$ cat src/rtl/relational_comparator.sv
// relational_comparator: registered eq/gt/lt compare with derived ge/le/ne flags.
// Define COMP_SIGNED_EN to add the sgn port for per-request two's-complement compares.
module relational_comparator #(
  parameter int WIDTH = 8
) (
  input  logic             clk,
  input  logic             rst,
  input  logic             in_valid,
  input  logic [WIDTH-1:0] A,
  input  logic [WIDTH-1:0] B,
`ifdef COMP_SIGNED_EN
  input  logic             sgn,
`endif
  output logic             out_valid,
  output logic             AeqB,
  output logic             AmaB,
  output logic             AmeB,
  output logic             AgeB,
  output logic             AleB,
  output logic             AneB
);
  logic       signed_mode, eq, gt, valid_q;
  logic [5:0] flags_d, flags_q;
`ifdef COMP_SIGNED_EN
  assign signed_mode = sgn;
`else
  assign signed_mode = 1'b0;
`endif
  // With differing MSBs the MSB alone decides; signed mode inverts which side wins.
  always_comb begin
    eq = A == B;
    gt = (A[WIDTH-1] != B[WIDTH-1]) ? (signed_mode ? B[WIDTH-1] : A[WIDTH-1])
                                    : (A[WIDTH-2:0] > B[WIDTH-2:0]);
    flags_d = in_valid ? {eq, gt, ~eq & ~gt, gt | eq, ~gt, ~eq} : flags_q;
  end
  always_ff @(posedge clk or posedge rst) begin
    if (rst) begin
      flags_q <= '0;
      valid_q <= 1'b0;
    end else begin
      flags_q <= flags_d;
      valid_q <= in_valid;
    end
  end
  assign {AeqB, AmaB, AmeB, AgeB, AleB, AneB} = flags_q;
  assign out_valid = valid_q;
endmodule

$ cat config.mk
export PLATFORM = sky130hd
export DESIGN_NAME = relational_comparator
export DESIGN_NICKNAME = d
export VERILOG_FILES = /design/src/rtl/relational_comparator.sv
export SDC_FILE = /design/constraint.sdc
export NUM_CORES = 1
export LEC_CHECK = 0
export ABC_AREA = 1
export BUFFER_PORTS_ARGS = -buffer_cell sky130_fd_sc_hd__buf_2
export CORE_AREA = 8 8 45 47
export CTS_BUF_LIST = sky130_fd_sc_hd__clkbuf_8
export DETAILED_ROUTE_END_ITERATION = 8
export DIE_AREA = 0 0 53 55
export GPL_TIMING_DRIVEN = 0
export PLACE_DENSITY = 0.72
export SLEW_MARGIN = 20
export SYNTH_ARGS = -nofsm -noshare
export SYNTH_HDL_FRONTEND = slang
export SYNTH_SLANG_ARGS = --single-unit
$ cat constraint.sdc
create_clock -name clk -period 0.9 [get_ports clk]
set_clock_uncertainty 0.15 [all_clocks]
set_input_delay 0.045 -clock clk [delete_from_list [all_inputs] [get_ports clk]]
set_output_delay 0.045 -clock clk [all_outputs]
set_load 0.01 [all_outputs]
---- Yosys cells after proc, flatten, opt, wreduce, memory -nomap -nowiden ----
Index checks and enable logic that the tools add are counted.
operators by class
  $lt $le $gt $ge ......................... 1
  equality and inequality tests ........... 2
  muxes and demuxes ....................... 1
  bitwise gates (word level) .............. 4
operator list
  operator             count
  8-bit equality test  1
  7-bit > comparator   1
  1-bit inverter       2
  1-bit bitwise AND    1
  1-bit two-way mux    1
  1-bit != test        1
  1-bit bitwise OR     1
word-level totals
  flip-flop bits (word level) ............. 7
  bits of input ports ..................... 19
  output and inout bits ................... 7
  word-level logic and storage cells ...... 10

---- Depth between registers and ports, before layout ----
  depth in word-level cells ............... 4
  gate-level depth with buffers ........... 11
  mapped depth without buffers ............ 11

---- Worst setup path after synthesis ----
OpenSTA, ideal clock, no wires.
  path type ............................... input to register
  start point ............................. input port B[6]
  end point ............................... register flags_q[2]
  arrival time ............................ 0.905 ns
  slack ................................... -0.280 ns
  stages on the path ...................... 10
  cell sequence ........................... inv_1 > ha_1 > nand2_2 > inv_1 > a21oi_2 > nand2_1 > nand2_2 > nand2_2 > nand2_2 > nand3_2
between the ends
  word-level cells in the longest chain between the ends .. 3
RTL lines
  element               RTL line  RTL
  from (decl)           10        input logic [WIDTH-1:0] B,
  7-bit > comparator    33        : (A[WIDTH-2:0] > B[WIDTH-2:0]);
  1-bit two-way mux     32        gt = (A[WIDTH-1] != B[WIDTH-1]) ? (signed_mode ? B[WIDTH-1] : A[WIDTH-1])
  1-bit bitwise OR *    34        flags_d = in_valid ? {eq, gt, ~eq & ~gt, gt | eq, ~gt, ~eq} : flags_q;
  to (signal assigned)  41        flags_q <= flags_d;
  to (decl)             23        logic [5:0] flags_d, flags_q;
Every way passes the cells marked *; elsewhere a longest branch is shown, timed or not.
A chain may end at the register's enable or synchronous reset.

---- Worst setup path after layout ----
  start point ............................. input port B[2]
  end point ............................... register flags_q[2]
Same word-level chain as after synthesis.

==> qor.yml <==
run_status:
  status: "complete, but fails checks"
  violations: "negative hold slack, negative setup slack"
global_route:
  use_met2: 0.201
  grt_pass1_wl_um: 2290
  grt_use_met1: 0.0922
  antenna_found_initial: 0
  grt_max_degree: 8
  groute.layer.met3.usage: 0.0348
  grt_usage: 0.110
  grt_overflow: 0
  top_usage_layer: "met2"
  grt_pass1_vias: 598
synth:
  synth-main-ff-cell: "dfrtp_1"
  synthTopCellsByArea: "dfrtp_1 (33%), ha_1 (17%), nand2_1 (13%)"
  ys_seq_elements: 7
  yosysMostFrequentCell: "nand2_1"
  yosys_warnings: 0
  netlist.area_leader.share: 0.333
  synth_area_per_cell_sq_um: 7.40
  netlist_instances: 71
  async_reset_ff_frac: 1.00
  synth_enable_flop_cells: 0
  ys_top_cells_by_count: "nand2_1 (18), inv_1 (16), dfrtp_1 (7), ha_1 (7), nand2_2 (5)"
  ys_seq_area_frac: 0.333
  synth.distinct_cells: 15
  synthesis.nets: 97
  synthesis.area_sq_um: 526
  yosysTopAreaCell: "dfrtp_1"
die:
  core-area_sq_um: 1380
  num_rows: 14
  io_pins: 26
  die_area_sq_um: 2920
  start_util: 0.380
  fp.dieH_um: 55
  chipWidth_um: 53
finish:
  area_growth_pct: 84.5
  post-route-cell-area_sq_um: 970
  drive_above_1_share: 0.587
  layout.cells.non_filler: 120
  diodes: 0
  seq_area_sq_um: 175
  multi_input_area_sq_um: 404
  nets: 131
  n_fill_cell: 125
clock_network:
  cts.path.max_buffers: 2
  clk_latency_ns: 0.23
  cts_sinks: 7
  cts_made_buffers: 3
  ctsHoldBuffers: 1
  htree_num_levels: 1
  clkSlewWorstSetupHoldPaths_ns: 0.04
  root_buffer: "clkbuf_8"
  cts_tree: "yes"
drt:
  avgRoutedWirePerCell_um: 11.6
  detail_route.first_pass.iterations: 4
  vias: 564
  drc_errors: 0
  detail_route.iter0.violations: 11
  viasPerCell: 4.70
  antenna_left: 0
  totalWireLength_um: 1390
worst_setup_path:
  cp.required_ns: 0.86
  worstPathArrival_ns: 0.97
  endpoint_kind: "register"
  critPathLaunchType: "input port"
  critPathKind: "input port to register"
  worstPathMaxFanout: 3
place:
  place_congestion: 0.766
  hpwl_um: 1120
  detailed_place.area_sq_um: 807
  dpl.cell_count: 112
  numPortBuffers: 25
sta:
  fin_crit_ns: 1.02
  grt_setup_unrepaired: "yes"
  worstMarginPinSlew_ns: 0.256
  hold_violations: 5
  slew_violations: 0
  fmax_ghz: 0.982
  period_share: 1.13
  slew-limit-headroom: 0.829
  setup_viol: 13
  fin_ws_ns: -0.118
  fin_hold_ws_ns: -0.149
worst_hold_path:
  min_path_type: "input port to register"
power:
  powerDensity_nw_per_um2: 1250
  leakagePower_nw: 0.508
  peakVddDrop_mv: 0.568
run:
  drv_cap: 0
==> worst paths after layout <==
path | from | slack, ns | cells past startpoint | endpoint
setup / recovery | B[2] | -0.12 | 10 | flags_q[2]$_DFFE_PP0P_
hold / removal | in_valid | -0.15 | 1 | out_valid$_DFF_PP0_
setup reg to reg | flags_q[5]$_DFFE_PP0P_ | 0.03 | 3 | flags_q[5]$_DFFE_PP0P_
hold reg to reg | flags_q[0]$_DFFE_PP0P_ | 0.33 | 1 | flags_q[0]$_DFFE_PP0P_
max in group asynchronous | rst | 0.26 | 3 | flags_q[5]$_DFFE_PP0P_
min in group asynchronous | rst | 0.13 | 3 | flags_q[3]$_DFFE_PP0P_
==> timing repair <==
| item | in CTS | in global routing |
|---|---|---|
| hold endpoints to repair | 12 | 3 |
| gates resized for setup | 16 | 1 |
| pin swaps | 20 | 5 |
| gates cloned | 0 | 0 |
| endpoints found under the setup margin | 13 | 13 |
| setup buffers | 1 | 2 |
==> sequential cells by signal (all words and copies together), names as in the netlist <==
signal,count
flags_q,6
out_valid,1
==> cell type report <==
class	instances	area share
multi-input cells	46	0.417
repair buffers	29	0.237
flip-flops and latches	7	0.181
inverters	18	0.0981
clock buffers	3	0.0426
well taps	16	0.0206
clock inverters	1	0.00387
==> stage by stage <==
stage                     hold slack [ns]  power [mW]  utilization  setup TNS, ns  setup WS, ns
after global placement             -0.176       0.708        0.583          -2.18        -0.420
after floorplan                    -0.302       0.595            -         -0.731        -0.181
after global routing               -0.141        1.28        0.701          -1.12        -0.177
after CTS                          -0.149        1.22        0.686         -0.551        -0.101
after detailed placement           -0.169       0.720        0.583          -2.32        -0.450
final                              -0.149        1.21        0.701         -0.637        -0.118
==> per-layer routing <==
layer	routed length [um]	up-vias
met5	0	-
met4	50	0
li1	-	282
met3	104	5
met2	752	21
met1	487	256
==> cells in the final DEF (no fill, tap or decap), drive strengths merged, types with 2 or more instances in the layout <==
cell / synthesis / final
buf: 0 / 28
nand2: 23 / 23
inv: 18 / 19
ha: 7 / 7
dfrtp: 7 / 7
nor2: 6 / 6
a21oi: 3 / 3
nand4: 3 / 3
clkbuf: 0 / 3
nand3: 2 / 2
==> cell families after synthesis <==
family / synth area share
adders and majority gates: 0.167
and+or+nand+nor: 0.305
AOI/OAI and AO/OA: 0.0667
DFF: 0.333
buffers and inverters: 0.129
==> critical path: stages <==
cell and delay, ns:
buf_8 0.09, inv_12 0.03, ha_4 0.28, nand2_4 0.05
nor2_4 0.13, a21oi_2 0.07, nand2_2 0.08, nand2_2 0.06
nand2_2 0.07, nand3_2 0.07
==> power by group <==
part           switching, mW  leakage (nW)  internal [mW]
clock                  0.144        0.0269          0.295
sequential            0.0125        0.0831          0.344
combinational          0.201         0.398          0.215
total                  0.357         0.508          0.854
Power figures use the tool's default switching activity.
